==> src/rtl/elm_hidden_neuron_mac.sv <==
// Hidden-layer neuron datapath: weight fetch, saturating Q-format MAC, bias add, activation.
// Define ELM_RELU_EN to apply ReLU to the result; otherwise the activation is identity.
module elm_hidden_neuron_mac #(
    parameter int unsigned dataWidth    = 16,
    parameter int unsigned fracBits     = 8,
    parameter int unsigned addressWidth = 10,
    parameter int unsigned numWeight    = 784
) (
    input  logic                    clk,
    input  logic                    rstn,
    input  logic [dataWidth-1:0]    myinput,
    input  logic                    myinputValid,
    input  logic [dataWidth-1:0]    bias,
    output logic                    ren,
    output logic [addressWidth:0]   raddr,
    input  logic [dataWidth-1:0]    wout,
    output logic [dataWidth-1:0]    out,
    output logic                    outvalid
);

    localparam int unsigned AccW = 2 * dataWidth;

    localparam logic [addressWidth:0] LastIdx = (addressWidth + 1)'(numWeight - 1);

    localparam logic signed [AccW-1:0] AccMax = {1'b0, {(AccW - 1){1'b1}}};
    localparam logic signed [AccW-1:0] AccMin = {1'b1, {(AccW - 1){1'b0}}};

    localparam logic signed [AccW:0] OutMaxW =
        {{(AccW - dataWidth + 2){1'b0}}, {(dataWidth - 1){1'b1}}};
    localparam logic signed [AccW:0] OutMinW =
        {{(AccW - dataWidth + 2){1'b1}}, {(dataWidth - 1){1'b0}}};

    logic [addressWidth:0]          addr_q;
    logic [addressWidth:0]          cnt_q;
    logic signed [dataWidth-1:0]    in_q;
    logic                           in_valid_q;
    logic signed [AccW-1:0]         prod_q;
    logic                           prod_valid_q;
    logic signed [AccW-1:0]         acc_q;
    logic signed [AccW-1:0]         final_q;
    logic                           final_valid_q;
    logic [dataWidth-1:0]           out_q;
    logic                           outvalid_q;

    logic signed [AccW-1:0]         prod_full;
    logic signed [AccW-1:0]         prod_shift;
    logic signed [AccW:0]           acc_sum;
    logic signed [AccW-1:0]         acc_sat;
    logic signed [AccW:0]           biased;
    logic signed [dataWidth-1:0]    biased_sat;
    logic [dataWidth-1:0]           act;

    assign ren      = myinputValid;
    assign raddr    = addr_q;
    assign out      = out_q;
    assign outvalid = outvalid_q;

    always_ff @(posedge clk or negedge rstn) begin
        if (!rstn) begin
            addr_q <= '0;
        end else if (myinputValid) begin
            addr_q <= (addr_q == LastIdx) ? '0 : addr_q + 1'b1;
        end
    end

    // The delayed input lines up with wout, which arrives one cycle after ren.
    always_ff @(posedge clk or negedge rstn) begin
        if (!rstn) begin
            in_q       <= '0;
            in_valid_q <= 1'b0;
        end else begin
            in_q       <= $signed(myinput);
            in_valid_q <= myinputValid;
        end
    end

    always_comb begin
        prod_full  = AccW'(in_q) * AccW'($signed(wout));
        prod_shift = prod_full >>> fracBits;
    end

    always_ff @(posedge clk or negedge rstn) begin
        if (!rstn) begin
            prod_q       <= '0;
            prod_valid_q <= 1'b0;
        end else begin
            prod_q       <= prod_shift;
            prod_valid_q <= in_valid_q;
        end
    end

    // Overflow shows up as disagreement between the two top bits of the widened sum.
    always_comb begin
        acc_sum = (AccW + 1)'(acc_q) + (AccW + 1)'(prod_q);
        if (acc_sum[AccW] != acc_sum[AccW-1]) begin
            acc_sat = acc_sum[AccW] ? AccMin : AccMax;
        end else begin
            acc_sat = acc_sum[AccW-1:0];
        end
    end

    always_ff @(posedge clk or negedge rstn) begin
        if (!rstn) begin
            acc_q         <= '0;
            cnt_q         <= '0;
            final_q       <= '0;
            final_valid_q <= 1'b0;
        end else begin
            final_valid_q <= 1'b0;
            if (prod_valid_q) begin
                if (cnt_q == LastIdx) begin
                    final_q       <= acc_sat;
                    final_valid_q <= 1'b1;
                    acc_q         <= '0;
                    cnt_q         <= '0;
                end else begin
                    acc_q <= acc_sat;
                    cnt_q <= cnt_q + 1'b1;
                end
            end
        end
    end

    always_comb begin
        biased = (AccW + 1)'(final_q) + (AccW + 1)'($signed(bias));
        if (biased > OutMaxW) begin
            biased_sat = OutMaxW[dataWidth-1:0];
        end else if (biased < OutMinW) begin
            biased_sat = OutMinW[dataWidth-1:0];
        end else begin
            biased_sat = biased[dataWidth-1:0];
        end
`ifdef ELM_RELU_EN
        act = biased_sat[dataWidth-1] ? '0 : biased_sat;
`else
        act = biased_sat;
`endif
    end

    always_ff @(posedge clk or negedge rstn) begin
        if (!rstn) begin
            out_q      <= '0;
            outvalid_q <= 1'b0;
        end else begin
            outvalid_q <= final_valid_q;
            if (final_valid_q) begin
                out_q <= act;
            end
        end
    end

endmodule

==> config.mk <==
export PLATFORM = sky130hd
export DESIGN_NAME = elm_hidden_neuron_mac
export DESIGN_NICKNAME = d
export VERILOG_FILES = /design/src/rtl/elm_hidden_neuron_mac.sv
export SDC_FILE = /design/constraint.sdc
export NUM_CORES = 1
export LEC_CHECK = 0
export ABC_AREA = 0
export CAP_MARGIN = 15
export CORE_ASPECT_RATIO = 1.4
export CORE_MARGIN = 1
export CORE_UTILIZATION = 70
export DETAILED_ROUTE_END_ITERATION = 7
export DONT_BUFFER_PORTS = 1
export GPL_TIMING_DRIVEN = 0
export PLACE_DENSITY = 0.95
export SLEW_MARGIN = 0
export SYNTH_ARGS = -nofsm -noshare
export SYNTH_HDL_FRONTEND = slang
export SYNTH_SLANG_ARGS = --single-unit
==> constraint.sdc <==
create_clock -name clk -period 18.23 [get_ports clk]
set_input_delay 3.646 -clock clk [delete_from_list [all_inputs] [get_ports clk]]
set_output_delay 3.646 -clock clk [all_outputs]
set_load 0.03 [all_outputs]
==> flow_summary.toml <==
[routing]
drc_errors = 0
vias = 14600
drtAntennaViolNets = 0
drt_wl_total_um = 46400
detail_route.wl_per_cell_um = 19.7
viasPerCell = 6.20
dr.pass1.iters = 6
first_iter_violations = 872

[floorplan]
core_um2 = 26200
dieArea_um2 = 27300
num_rows = 70
die_y_um = 195
die_x_um = 140
start_util = 0.712
io_pins = 80

[setup_path]
cp_slowest_stage_delay_ns = 0.54
rrSetupSlack_ns = 10.63
critical_path.most_common_cell = "fa_1"
crit_slowest_cell = "fa_1"
crit_chain = "clkbuf_1, nand2_1, inv_1, fa_1, inv_1, fa_1, fa_1, inv_1, fa_1, fa_1, inv_1, fa_1, inv_1, ha_1, a21o_1, a211o_1, nor2_1, o2111ai_1, and3_1, o41a_1, o21ai_1, nand2b_1, and4_1, nor3_1"
path_buf_inv = 6
cp-end-kind = "register"
rr_worst_depth = 22
timing.rr.start = "in_q[10]"
start_kind = "input pin"
crit_family = "adder cells"
regToRegEndpoint = "prod_q[23]"
crit_arrival_ns = 10.51
cp.required_ns = 18.56
critPathKind = "input pin to register"
crit_fanout = 10

[cts]
htreeDepth = 4
root_buffer = "clkbuf_16"
numCtsBuffers = 17
ctsResizeCount = 0
clockBufferDepth = 2
clk_latency_ns = 0.46
tritoncts = "built"
clk_pin_slew_ns = 0.07
cts_sinks = 146
ctsHoldBuffers = 0
post_cts_buffers = 0

[yosys]
synth-seq-area-share = 0.196
ys_ff_latch = 146
synth_nets = 2462
ys.flop_type = "dfrtp_1"
synth_cell_types = 82
ys_warn_count = 0
syn-cell-area_um2 = 18600
synth_edf_count = 0
synth_cells = 2001
ys_async_sr_fraction = 1.00
avgSynthCellArea_um2 = 9.32

[sta]
rsz0062_at_grt = "no"
fin_crit_sh = 0.558
min_period_ns = 10.17
fin_tns_setup_ns = 0
fmax_mhz = 98.3
max_slew_margin = 0.479
finalSetupViolCount = 0
worst_pin_slew_ns = 0.773
drv_slew = 0
finalClockSkew_ns = 0.0174
hold_viol_final = 0
finalWorstSetupSlack_ns = 8.06

[global_route]
grt_max_degree = 147
grt_pass1_vias = 16000
antenna_found_initial = 1
grt_pass1_wl_um = 77200
globalRouteTotalUtil = 0.365
overflow = 0

[min_path]
hold-path-endpoint = "prod_valid_q"
min_from = "in_valid_q"
min_path_type = "register to register"
hold_depth = 0

[placed_design]
dpl_cell_area_um2 = 19100
place_congestion = 1.02
preCtsSetupSlack_ns = 7.74
port_buffers = 0
dp_hpwl_um = 37200

[finish]
finalInstanceArea_um2 = 19600
drive_above_1_share = 0.0413
syn_to_final_growth_pct = 5.34
nets = 2481
fill_cells = 1752

[status]
status = "complete, no violations"

[run]
drv_cap = 0
[kinds of logic after synthesis]
family,count (synthesis),synth area share
AO/OA/AOI/OAI,385,0.142
flip-flops,146,0.196
buffers and inverters,420,0.0864
adder cells (fa/ha/maj),410,0.381
XOR/XNOR,90,0.0423
multiplexers,14,0.00812
AND/OR/NAND/NOR,536,0.144
[flip-flops by register name, indices dropped and copies added (netlist names), 11 cells and up]
register and cells:
acc_q 32, cnt_q 11, in_q 16, prod_q 24, raddr 11, out 16
final_q 32
[per-stage QoR]
step,util,hold WS (ns),cells
final,0.750,0.349,2358
after global routing,0.750,0.367,2357
after CTS,0.750,0.351,2357
after detailed placement,0.727,0.346,2325
after global placement,0.727,0.334,2325
after floorplan,-,0.331,2001
[worst max path at each step]
stage / start / endpoint / slack (ns) / cells past startpoint
after CTS: wout[1] / prod_q[23] / 8.11 / 24
after global placement: wout[1] / prod_q[23] / 7.94 / 24
after floorplan: wout[1] / prod_q[23] / 8.70 / 20
after global routing: wout[1] / prod_q[23] / 7.93 / 20
final: wout[1] / prod_q[23] / 8.06 / 24
after detailed placement: wout[1] / prod_q[23] / 7.74 / 24
[cells in the final DEF (no fill, tap or decap), drive strengths merged, types with 14 or more instances in the layout]
cell     netlist  layout
o21ai         97      97
a21boi        18      18
xnor2         61      61
dfrtp        146     146
o211ai        15      15
nor2          79      79
nand3         16      16
a21oi         70      70
inv          345     355
o22ai         19      19
nand2        195     195
o21a          20      20
nand4         18      18
o2bb2ai       24      24
fa           263     263
a21o          32      32
clkbuf        63      80
nand2b        14      14
xor2          29      29
ha           147     147
and2         128     128
nor3          25      25
[cell type report]
cell class                      instances  area [µm²]  area share
Antenna cell                            1        2.50    0.000127
Sequential cell                       146        3650       0.186
Tap cell                              324         405      0.0206
Buffer                                 75         317      0.0161
Clock buffer                           17         425      0.0217
Multi-Input combinational cell       1435       13400       0.681
Inverter                              345        1290      0.0659
Clock inverter                         15         163     0.00828
[metal layers]
layer  wire [µm]  track usage
met1       16200        0.385
met2       24400        0.671
met3        2880       0.0638
met4        3010        0.227
met5           0            0
[synth_stat cells (all sizes together), types with 8 or more instances]
cell / count / area, µm²
o21a: 20 / 150
xnor2: 61 / 534
and3: 13 / 82.6
o21ai: 97 / 485
inv: 345 / 1290
nand2b: 14 / 87.6
or3: 8 / 55.1
o211ai: 15 / 118
nor2: 79 / 297
a211o: 8 / 70.1
mux2: 9 / 101
clkbuf: 63 / 236
o2bb2ai: 24 / 210
buf: 12 / 80.1
nand3: 16 / 80.1
o22ai: 19 / 181
a21o: 32 / 240
o21bai: 9 / 67.6
a31oi: 9 / 56.3
ha: 147 / 1840
and2: 128 / 801
a21oi: 70 / 354
a211oi: 12 / 100
nand2: 195 / 734
xor2: 29 / 254
dfrtp: 146 / 3650
nor4: 11 / 81.3
nor2b: 9 / 56.3
nand4: 18 / 119
nor3: 25 / 125
a21boi: 18 / 135
fa: 263 / 5270
Power is not shown: default switching activity piles up to over one toggle a cycle in this logic, so the estimate is an artifact.
